### src/rtl/sic_mem_arbiter.sv
// Round-robin arbiter between the SIC CPU and a second memory master in front of
// a single-port memory, with a bounded lock and fixed-latency read return.
module sic_mem_arbiter #(
    parameter int unsigned ADDRESS_WIDTH = 15,
    parameter int unsigned DATA_WIDTH    = 24,
    parameter int unsigned MAX_HOLD      = 8
) (
    input  logic                     clk,
    input  logic                     rst,
    input  logic                     cpu_req,
    input  logic                     ext_req,
    input  logic                     cpu_lock,
    input  logic                     ext_lock,
    input  logic                     cpu_we,
    input  logic                     ext_we,
    input  logic [ADDRESS_WIDTH-1:0] cpu_addr,
    input  logic [ADDRESS_WIDTH-1:0] ext_addr,
    input  logic [DATA_WIDTH-1:0]    cpu_wdata,
    input  logic [DATA_WIDTH-1:0]    ext_wdata,
    output logic                     cpu_gnt,
    output logic                     ext_gnt,
    output logic                     cpu_rvalid,
    output logic                     ext_rvalid,
    output logic [DATA_WIDTH-1:0]    cpu_rdata,
    output logic [DATA_WIDTH-1:0]    ext_rdata,
    output logic [ADDRESS_WIDTH-1:0] mem_address,
    output logic                     mem_write_enable,
    output logic [DATA_WIDTH-1:0]    mem_write_data,
    input  logic [DATA_WIDTH-1:0]    mem_read_data
);

    localparam logic       PortCpu = 1'b0;
    localparam logic       PortExt = 1'b1;
    localparam logic [3:0] MaxHold = 4'(MAX_HOLD);

    logic                  r_last;
    logic [3:0]            r_hold_cnt;
    logic                  r_s1_valid;
    logic                  r_s1_tag;
    logic                  r_s2_valid;
    logic                  r_s2_tag;
    logic [DATA_WIDTH-1:0] r_cpu_rdata;
    logic [DATA_WIDTH-1:0] r_ext_rdata;

    logic                  w_both;
    logic                  w_last_lock;
    logic                  w_gnt;
    logic                  w_sel;
    logic                  w_sel_we;
    logic                  w_last_d;
    logic [3:0]            w_hold_d;

    assign w_both      = cpu_req & ext_req;
    assign w_last_lock = (r_last == PortExt) ? ext_lock : cpu_lock;

    // Grants are suppressed combinationally while reset is asserted.
    always_comb begin
        w_gnt = 1'b0;
        w_sel = PortCpu;
        if (rst) begin
            if (w_both) begin
                w_gnt = 1'b1;
                w_sel = (w_last_lock && (r_hold_cnt < MaxHold)) ? r_last : ~r_last;
            end else if (cpu_req) begin
                w_gnt = 1'b1;
                w_sel = PortCpu;
            end else if (ext_req) begin
                w_gnt = 1'b1;
                w_sel = PortExt;
            end
        end
    end

    assign cpu_gnt  = w_gnt & (w_sel == PortCpu);
    assign ext_gnt  = w_gnt & (w_sel == PortExt);
    assign w_sel_we = (w_sel == PortExt) ? ext_we : cpu_we;

    always_comb begin
        mem_address      = '0;
        mem_write_data   = '0;
        mem_write_enable = 1'b0;
        if (w_gnt) begin
            mem_address      = (w_sel == PortExt) ? ext_addr : cpu_addr;
            mem_write_data   = (w_sel == PortExt) ? ext_wdata : cpu_wdata;
            mem_write_enable = w_sel_we;
        end
    end

    // The hold count only tracks streaks while the other port is actually waiting.
    always_comb begin
        w_hold_d = '0;
        w_last_d = r_last;
        if (w_gnt) begin
            w_last_d = w_sel;
            if (w_both) begin
                if (w_sel == r_last) begin
                    w_hold_d = (r_hold_cnt >= MaxHold) ? MaxHold : r_hold_cnt + 4'd1;
                end else begin
                    w_hold_d = 4'd1;
                end
            end
        end
    end

    always_ff @(posedge clk or negedge rst) begin
        if (!rst) begin
            r_last     <= PortExt;
            r_hold_cnt <= '0;
        end else begin
            r_last     <= w_last_d;
            r_hold_cnt <= w_hold_d;
        end
    end

    always_ff @(posedge clk or negedge rst) begin
        if (!rst) begin
            r_s1_valid  <= 1'b0;
            r_s1_tag    <= PortCpu;
            r_s2_valid  <= 1'b0;
            r_s2_tag    <= PortCpu;
            r_cpu_rdata <= '0;
            r_ext_rdata <= '0;
        end else begin
            r_s1_valid <= w_gnt & ~w_sel_we;
            r_s1_tag   <= w_sel;
            r_s2_valid <= r_s1_valid;
            r_s2_tag   <= r_s1_tag;
            if (r_s1_valid) begin
                if (r_s1_tag == PortExt) begin
                    r_ext_rdata <= mem_read_data;
                end else begin
                    r_cpu_rdata <= mem_read_data;
                end
            end
        end
    end

    assign cpu_rvalid = r_s2_valid & (r_s2_tag == PortCpu);
    assign ext_rvalid = r_s2_valid & (r_s2_tag == PortExt);
    assign cpu_rdata  = r_cpu_rdata;
    assign ext_rdata  = r_ext_rdata;

endmodule

### config.mk
export PLATFORM = sky130hd
export DESIGN_NAME = sic_mem_arbiter
export DESIGN_NICKNAME = d
export VERILOG_FILES = /design/src/rtl/sic_mem_arbiter.sv
export SDC_FILE = /design/constraint.sdc
export NUM_CORES = 1
export LEC_CHECK = 0
export BUFFER_PORTS_ARGS = -buffer_cell sky130_fd_sc_hd__buf_4
export CAP_MARGIN = 0
export CORE_MARGIN = 2
export CORE_UTILIZATION = 41
export CTS_BUF_LIST = sky130_fd_sc_hd__clkbuf_4 sky130_fd_sc_hd__clkbuf_8 sky130_fd_sc_hd__clkbuf_16
export CTS_CLUSTER_SIZE = 8
export DETAILED_ROUTE_END_ITERATION = 16
export GPL_TIMING_DRIVEN = 0
export PLACE_DENSITY = 0.81
export SLEW_MARGIN = 20
export SYNTH_ARGS = -nofsm -noshare
export SYNTH_HDL_FRONTEND = slang
export SYNTH_SLANG_ARGS = --single-unit
### constraint.sdc
create_clock -name clk -period 2.5 [get_ports clk]
set_clock_uncertainty 0.05 [all_clocks]
set_input_delay 0.5 -clock clk [delete_from_list [all_inputs] [get_ports clk]]
set_output_delay 0.5 -clock clk [all_outputs]
set_load 0.005 [all_outputs]
==> results of run 1 <==
worst max-delay path, stage by stage (launching register included):
cell and delay, ps:
dfstp_2 570, and4bb_1 250, a311oi_4 260, buf_12 180, buf_4 170, nand2_1 60
o21ai_0 110, buf_4 170
layer usage:
metal  track usage [%]  wire length (um)  vias up
li1                  -                 -     1339
met1              27.5              3310     1273
met2              41.9              4400      147
met3              6.45               744       18
met4              8.95               241        0
met5                 0                 0        -
area by class of cell:
| cell class | instances | area, um^2 |
|---|---|---|
| Fill cell | 487 | 1790 |
| Timing Repair Buffer | 203 | 1550 |
| Sequential cell | 57 | 1430 |
| Multi-Input combinational cell | 192 | 1250 |
| Clock buffer | 10 | 138 |
| Buffer | 18 | 98.8 |
| Tap cell | 77 | 96.3 |
| Clock inverter | 6 | 66.3 |
| Inverter | 3 | 11.3 |
stage by stage:
stage / TNS [ps] / cells / hold slack [ps] / worst slack [ps]
2_1_floorplan: 0 / 270 / 154 / 261
3_3_place_gp: -22610 / 547 / 328 / -614
3_5_place_dp: -23870 / 547 / 334 / -647
4_1_cts: -4770 / 564 / 47.2 / -166
5_1_grt: -7430 / 566 / 0.0103 / -231
6_report: -2600 / 566 / 1.98 / -117
logic make-up (layout without fill, tap and decap cells):
logic type / count (synthesis) / in the layout / synth area share, %
xor gates and xnor gates: 1 / 1 / 0.319
adders and majority gates: 2 / 2 / 0.910
DFF: 57 / 57 / 51.9
and+or+nand+nor: 92 / 92 / 13.5
buffers and inverters: 21 / 240 / 3.14
muxes: 49 / 49 / 20.0
AOI/OAI and AO/OA: 48 / 48 / 10.2
power groups by stage:
stage	clock network (W)	logic [W]	registers [W]
after floorplan	0	0.000303	0.00128
after global placement	0	0.000937	0.00126
after detailed placement	0	0.000959	0.00128
after CTS	0.000873	0.000976	0.00126
after global routing	0.000931	0.00105	0.00128
final	0.000843	0.000971	0.00126
repair_timing:
item,in CTS,in global routing
hold buffers,0,1
endpoints found under the setup margin,41,41
buffers inserted,1,1
hold endpoints to repair,0,1
pin swaps,1,0
gates resized for setup,15,1
sequential cells by signal (all words and copies together) (netlist names):
name / cells
r_hold_cnt: 4
r_s1_valid: 1
r_s2_valid: 1
ext_rdata: 24
r_s1_tag: 1
r_last: 1
cpu_rdata: 24
r_s2_tag: 1
placed cells by master (no fill, tap or decap), drive strengths merged, types with 2 or more instances in the layout:
| cell | count |
|---|---|
| nor2 | 5 |
| buf | 209 |
| o21ai | 40 |
| clkbuf | 21 |
| a311oi | 2 |
| dfrtp | 56 |
| inv | 4 |
| and2 | 2 |
| mux2 | 48 |
| ha | 2 |
| clkinvlp | 3 |
| nor2b | 2 |
| nand2 | 80 |
final timing paths:
| kind | start | endpoint | depth (start not counted) |
|---|---|---|---|
| setup / recovery | r_last | mem_address[14] | 7 |
| setup reg to reg | r_s1_tag | cpu_rdata[12] | 4 |
| hold / removal | rst | cpu_rdata[16] | 1 |
| hold reg to reg | r_s1_tag | r_s2_tag | 0 |
| max in group asynchronous | rst | ext_rdata[16] | 2 |
| min in group clk | r_s1_tag | r_s2_tag | 0 |
==> reports/metrics.cfg, run 1 <==
[logic_synthesis]
synth-main-ff-cell = dfrtp_1
yosys.cell_types.count = 26
synthesis.nets = 382
synthArstFlopShare_pct = 100
syn_inst = 270
seq_area_frac_synth_pct = 51.9
synth_edf_count = 0
synth_top_area_share_pct = 51.0
synth_top_cell_by_area = dfrtp_1
syn_area_um2 = 2750
yosys_warnings = 0
syn_avg_cell_area_um2 = 10.2
synthTopCellsByArea = dfrtp_1 (51%), mux2_2 (20%), nand2_1 (11%)
synth-seq-cells = 57
synthTopCellsByCount = nand2_1 (80), dfrtp_1 (56), mux2_2 (48)
yosysMostFrequentCell = nand2_1

[power_and_ir_drop]
powerDensity_nw_per_um2 = 662
p_total_w = 0.00307
pwr-share-clk_pct = 27.4
p_leak_nw = 2.27
p_comb_share_pct = 31.6
p_switching_w = 0.000814
internal_power_w = 0.00226
p_sw_share_pct = 26.5
peakVddDrop_mv = 0.260
p_seq_share_pct = 40.9

[global_routing]
grt_pass1_vias = 2755
grt_pass1_wl_um = 13600
grt_max_degree = 63
grt_usage_pct = 23.8
antenna_found_initial = 0
grt-ovfl-total = 0

[clock_tree]
cts_tree = built
cts.sinks = 57
cts_buffer_depth = 2
cts.clk_slew.worst_paths_ps = 70
worst_skew_pair.late_latency_ps = 320
cts_buffers = 9
clockRootBuffer = clkbuf_8
h-tree-depth = 3

[route]
wirelength_um = 8690
wl_per_cell_um = 15.4
vias = 2777
ant_nets = 0
dr.pass1.iters = 10
vias_per_cell = 4.91
drc_errors = 14
drt_iter0_drc = 123

[sta]
worstMarginPinSlew_ps = 611
finalCritPeriodShare_pct = 105
relSlewSlack_pct = 59.3
rsz0062_at_grt = true
setup_viol = 41
period_minus_slack_ps = 2620
timing.final.ws_setup_ps = -117
hold_viol_final = 0
fmax_mhz = 382
slew_viol_final = 0

[place]
gp_congestion = 0.762
io_buffer_count = 200
dp_hpwl_um = 7040
place_area_um2 = 4350

[setup_path]
worstPathMaxFanout = 10
rrSetupSlack_ps = 660
crit_arrival_ps = 2070
required_ps = 1950
critPathLaunchType = flip-flop
worstSetupPathType = flip-flop to primary output
end_kind = primary output

[hold_path]
min_path_type = input pin to async pin

[floorplanning]
die_y_um = 85.9
die_x_um = 85.9
start_util_pct = 42.8
die-area_um2 = 7380
ios = 202
rows = 29
core_um2 = 6420

[outcome]
violations = DRC, setup timing
status = complete, but fails checks

[cells_and_area]
nets = 596
area_delta_synth_final_pct = 68.7
n_antenna_cell = 0
postLayoutCellArea_um2 = 4640
post-route-util_pct = 72.2
drive_gt1_share_pct = 56.9

[job]
max_cap_viol_count = 0

Note: power is estimated with default switching activity, not from simulation.
==> inputs of run 2 (changes only) <==
- CORE_UTILIZATION: 41 -> 44
- PLACE_DENSITY: 0.81 -> 0.86
- clock period: 2.5 -> 3.05 ns (I/O delays scaled with it)
==> reports/metrics.cfg, run 2 (synthesis gave the netlist of run 1 again) <==
[outcome]
status = finished clean

[clock_tree]
cts_tree = built
clockRootBuffer = clkbuf_8
h-tree-depth = 3  ; unchanged
cts.clk_slew.worst_paths_ps = 60  ; about the same
cts.sinks = 57  ; unchanged
cts_buffers = 9  ; unchanged
worst_skew_pair.late_latency_ps = 310  ; about the same
cts_buffer_depth = 2  ; unchanged

[power_and_ir_drop]
p_sw_share_pct = 25.6  ; -0.87 points
p_switching_w = 0.000656  ; -19%
p_seq_share_pct = 40.4  ; -0.5 points
internal_power_w = 0.00190  ; -16%
p_comb_share_pct = 31.1  ; -0.5 points
peakVddDrop_mv = 0.423  ; +62%
powerDensity_nw_per_um2 = 558  ; -16%
pwr-share-clk_pct = 28.5  ; +1.1 points
p_leak_nw = 2.27  ; about the same

[floorplanning]
die-area_um2 = 6900  ; -6.5%
die_y_um = 83.0  ; -3.3%
ios = 202  ; unchanged
rows = 28  ; -3.4%
die_x_um = 83.0  ; -3.3%
start_util_pct = 45.9  ; +3.1 points
core_um2 = 5990  ; -6.7%

[cells_and_area]
seq_area_um2 = 1430  ; unchanged
area_delta_synth_final_pct = 66.9
final_cell_mix = buf_4 (201), nand2_1 (80), dfrtp_1 (56)
postLayoutCellArea_um2 = 4590  ; -1.1%
drive_gt1_share_pct = 56.4  ; -0.50 points
multi_input_area_um2 = 1230  ; -1.0%
post-route-util_pct = 76.6  ; +4.4 points
n_antenna_cell = 0  ; unchanged
nets = 595  ; -0.17%
nFillCells = 409  ; -16%
final_common_cell = buf_4
layoutNonFillerInstCount = 563  ; -0.53%

[route]
vias = 2811  ; +1.2%
wl_per_cell_um = 16.3  ; +6.3%
dr.pass1.iters = 4  ; -6
drc_errors = 0  ; -14
ant_nets = 0  ; unchanged
vias_per_cell = 4.99  ; +1.8%
drt_iter0_drc = 114  ; -7.3%
wirelength_um = 9190  ; +5.7%

[setup_path]
worstPathMaxFanout = 10  ; unchanged
crit_cells = 6  ; -1
cp.buffers_inverters = 3  ; unchanged
worstSetupPathType = flip-flop to primary output
required_ps = 2390  ; +440 ps
r2r.worst_path.cells = 5  ; +1
slowest_delay_ps = 590  ; +20 ps
cp_common_cell = buf_4
crit_arrival_ps = 2240  ; +170 ps
critPathLaunchType = flip-flop
end_kind = primary output
cp_cell_sequence = and4bb_1, a311oi_4, buf_4, clkbuf_1, o21ai_0, buf_4
cp_slowest_cell = dfstp_2
critical_path.top_delay_family = buffers and inverters

[sta]
hold_viol_final = 0  ; unchanged
finalCritPeriodShare_pct = 95.1
setup_tns_ps = 0  ; +2600 ps
setup_viol = 0  ; -100%
worstMarginPinSlew_ps = 612  ; +1.68 ps
relSlewSlack_pct = 59.2  ; -0.11 points
rsz0062_at_grt = false
period_minus_slack_ps = 2900
slew_viol_final = 0  ; unchanged
fmax_mhz = 345

[place]
dp_hpwl_um = 7420  ; +5.3%
io_buffer_count = 200  ; unchanged
place_inst = 545  ; -0.37%
gp_congestion = 0.837  ; +9.8%
place_area_um2 = 4340  ; about the same

[global_routing]
grt-ovfl-total = 0  ; unchanged
antenna_found_initial = 0  ; unchanged
grt_usage_pct = 26.7  ; +2.9 points
grt_pass1_vias = 2878  ; +4.5%
grt_max_degree = 63  ; unchanged
grt_pass1_wl_um = 14500  ; +6.8%

[hold_path]
min_path_type = input pin to async pin

[job]
max_cap_viol_count = 0  ; unchanged

-- run 2: power by group through the flow --
stage	registers, W	clock network (W)	logic (W)
detailed placement	0.00104	0	0.000795
global placement	0.00103	0	0.000770
CTS	0.00103	0.000746	0.000803
finish	0.00103	0.000729	0.000795
floorplan	0.00105	0	0.000249
global route	0.00106	0.000788	0.000857
-- run 2: metal layers --
metal / vias up / global-route usage, % / part of all wire (%)
li1: 1336 / - / -
met1: 1282 / 29.4 / 37
met2: 165 / 45.9 / 51
met3: 28 / 8.45 / 8.4
met4: 0 / 14.0 / 4.5
met5: - / 0 / 0
-- run 2: metrics by stage --
stage	hold slack (ps)	total power [W]	setup slack, ps
after floorplan	264	0.00129	591
after global placement	325	0.00180	-220
after detailed placement	331	0.00184	-280
after CTS	169	0.00258	73.5
after global routing	117	0.00270	2.73
final	108	0.00256	149
-- run 2: final timing paths --
kind / slack [ps] / from / endpoint
max: 150 / r_last / mem_write_data[3]
min: 110 / rst / cpu_rdata[13]
max reg2reg: 1180 / r_last / r_s1_valid
min in group clk: 340 / r_s1_valid / r_s2_valid
max in group asynchronous: 2530 / rst / r_last
min reg2reg: 340 / r_s1_valid / r_s2_valid
-- run 2: cell type report --
type / instances / area share [%]
Tap cell: 75 / 2.05
Clock inverter: 2 / 0.764
Timing Repair Buffer: 202 / 33.3
Buffer: 18 / 1.66
Clock buffer: 14 / 3.93
Inverter: 3 / 0.245
Sequential cell: 57 / 31.1
Multi-Input combinational cell: 192 / 26.9
-- run 2: worst reg2reg max path: cells and delay by family, from the launching register on --
kind	cells	cell delay, ps
flip-flops	1	590
AND/OR/NAND/NOR	2	440
multiplexers	1	310
AO/OA/AOI/OAI	1	240
buffers and inverters	1	170
-- run 2: what timing repair did --
item,in CTS,in global routing
hold buffers,0,0
setup endpoints to repair,41,36
gates resized for setup,2,3
buffers inserted,2,0
pin swaps,1,0
endpoints found under the hold margin,0,0
==> inputs of run 3 (changes only) <==
- CTS_CLUSTER_SIZE: 8 -> 28
- REMOVE_ABC_BUFFERS: default -> 1
- clock period: 3.05 -> 3.8 ns (I/O delays scaled with it)
==> reports/metrics.cfg, run 3 (synthesis gave the netlist of run 1 again) <==
[clock_tree]
cts.sinks = 57  ; unchanged
hold_buffers = 0  ; unchanged
clockRootBuffer = clkbuf_8
h-tree-depth = 3  ; unchanged
cts_buffers = 9  ; unchanged
worst_skew_pair.late_latency_ps = 320  ; about the same
cts_tree = built
cts_buffer_depth = 2  ; unchanged
cts.clk_slew.worst_paths_ps = 60  ; about the same

[setup_path]
critical_path.top_delay_family = buffers and inverters
cp_common_cell = buf_6
crit_arrival_ps = 2710  ; +470 ps
end_kind = primary output
required_ps = 2990  ; +600 ps
slowest_delay_ps = 400  ; -190 ps
worstPathMaxFanout = 62  ; +52
worstSetupPathType = input pin to primary output
rrSetupSlack_ps = 1820  ; +640 ps
critPathLaunchType = input pin
cp.buffers_inverters = 5  ; +2
cp_cell_sequence = buf_6, nand2_1, a311oi_4, buf_6, buf_6, buf_6, nand2_1, o21ai_0, buf_4
cp_slowest_cell = buf_6

[power_and_ir_drop]
peakVddDrop_mv = 0.288  ; -32%
p_switching_w = 0.000505  ; -23%
internal_power_w = 0.00144  ; -24%
p_total_w = 0.00195  ; -24%
p_leak_nw = 2.22  ; -2.3%
p_comb_share_pct = 32.2  ; +1.1 points
p_seq_share_pct = 42.7  ; +2.3 points
p_sw_share_pct = 25.9  ; +0.31 points
powerDensity_nw_per_um2 = 432  ; -22%
pwr-share-clk_pct = 25.1  ; -3.4 points

[sta]
rsz0062_at_grt = false
holdWs_ps = 350  ; +242 ps
finalCritPeriodShare_pct = 92.6
hold_viol_final = 0  ; unchanged
setup_viol = 0  ; unchanged
slew_viol_final = 0  ; unchanged
fmax_mhz = 284
relSlewSlack_pct = 30.1  ; -29 points
period_minus_slack_ps = 3520
worstMarginPinSlew_ps = 1050  ; +434 ps

[route]
ant_nets = 0  ; unchanged
wl_per_cell_um = 15.2  ; -6.8%
dr.pass1.iters = 4  ; unchanged
drt_iter0_drc = 98  ; -14%
vias_per_cell = 4.94  ; -1.0%
dr.max_layer_used = met4
vias = 2693  ; -4.2%
route.met2.wl_um = 4250  ; -8.7%
drt-met1-wl_um = 3020  ; -10%
wirelength_um = 8290  ; -9.7%
wl_met3_um = 772  ; -0.13%
drc_errors = 0  ; unchanged

[global_routing]
grt_pass1_vias = 2759  ; -4.1%
grt_pass1_wl_um = 13300  ; -8.2%
grt_max_degree = 63  ; unchanged
antenna_found_initial = 0  ; unchanged
grt_usage_pct = 24.3  ; -2.4 points
grt-ovfl-total = 0  ; unchanged

[cells_and_area]
n_antenna_cell = 0  ; unchanged
final_common_cell = buf_4
seq_area_um2 = 1430  ; unchanged
nFillCells = 409  ; unchanged
postLayoutCellArea_um2 = 4500  ; -1.9%
area_delta_synth_final_pct = 63.8
multi_input_area_um2 = 1240  ; +0.71%
final_cell_mix = buf_4 (201), nand2_1 (80), dfrtp_1 (56)
nets = 580  ; -2.5%
drive_gt1_share_pct = 57.4  ; +1.1 points

[floorplanning]
ios = 202  ; unchanged
die_x_um = 83.0  ; unchanged
core_um2 = 5990  ; unchanged
die-area_um2 = 6900  ; unchanged
start_util_pct = 45.9  ; unchanged
rows = 28  ; unchanged
die_y_um = 83.0  ; unchanged

[job]
max_cap_viol_count = 0  ; unchanged

[outcome]
status = finished clean

[place]
place_area_um2 = 4320  ; -0.58%
dp_hpwl_um = 6450  ; -13%
gp_congestion = 0.789  ; -5.8%
io_buffer_count = 201  ; +0.50%

[hold_path]
min_path_type = input pin to async pin

run 3: changes by cell type in the layout (fill, tap and decap cells not counted), sizes merged:
cell,change
buf,-4
bufinv,-1
clkbuf,-12
clkinv,-1
run 3: power by group through the flow:
stage	combinational (W)	clock (W)	sequential, W
after global placement	0.000604	0	0.000828
after global routing	0.000676	0.000537	0.000850
after floorplan	0.000193	0	0.000839
after detailed placement	0.000631	0	0.000840
final	0.000627	0.000488	0.000832
after CTS	0.000636	0.000499	0.000831
run 3: worst paths after layout:
| kind | from | end | cells past startpoint |
|---|---|---|---|
| max | rst | mem_address[1] | 9 |
| min | rst | ext_rdata[19] | 1 |
| max reg2reg | r_last | r_s1_valid | 5 |
| min in group clk | r_s1_valid | r_s2_valid | 0 |
| min reg2reg | r_s1_valid | r_s2_valid | 0 |
| max in group asynchronous | rst | r_last | 1 |
run 3: per-layer routing:
| layer | global-route usage (%) | vias to the layer above |
|---|---|---|
| met5 | 0 | - |
| met1 | 25.9 | 1227 |
| met2 | 42.2 | 144 |
| li1 | - | 1302 |
| met3 | 9.54 | 20 |
| met4 | 11.5 | 0 |
run 3: what timing repair did:
| action | in CTS | in global routing |
|---|---|---|
| setup buffers | 1 | 0 |
| resized for setup | 1 | 0 |
| endpoints found under the setup margin | 25 | 0 |
| endpoints found under the hold margin | 0 | 0 |
run 3: cell type report:
type                    count  area share (%)
repair buffers            205            34.5
flip-flops and latches     57            31.7
multi-input cells         192            27.6
clock buffers              13            3.83
well taps                  75            2.08
inverters                   3           0.250
run 3: through the flow:
stage | instances | util (%) | TNS (ps) | setup slack (ps)
5_1_grt | 545 | 75.2 | 0 | 69.7
4_1_cts | 545 | 75.2 | 0 | 272
3_5_place_dp | 531 | 72.1 | -4180 | -293
3_3_place_gp | 528 | 71.4 | -44860 | -1200
6_report | 545 | 75.2 | 0 | 283
2_1_floorplan | 252 | - | 0 | 50.5
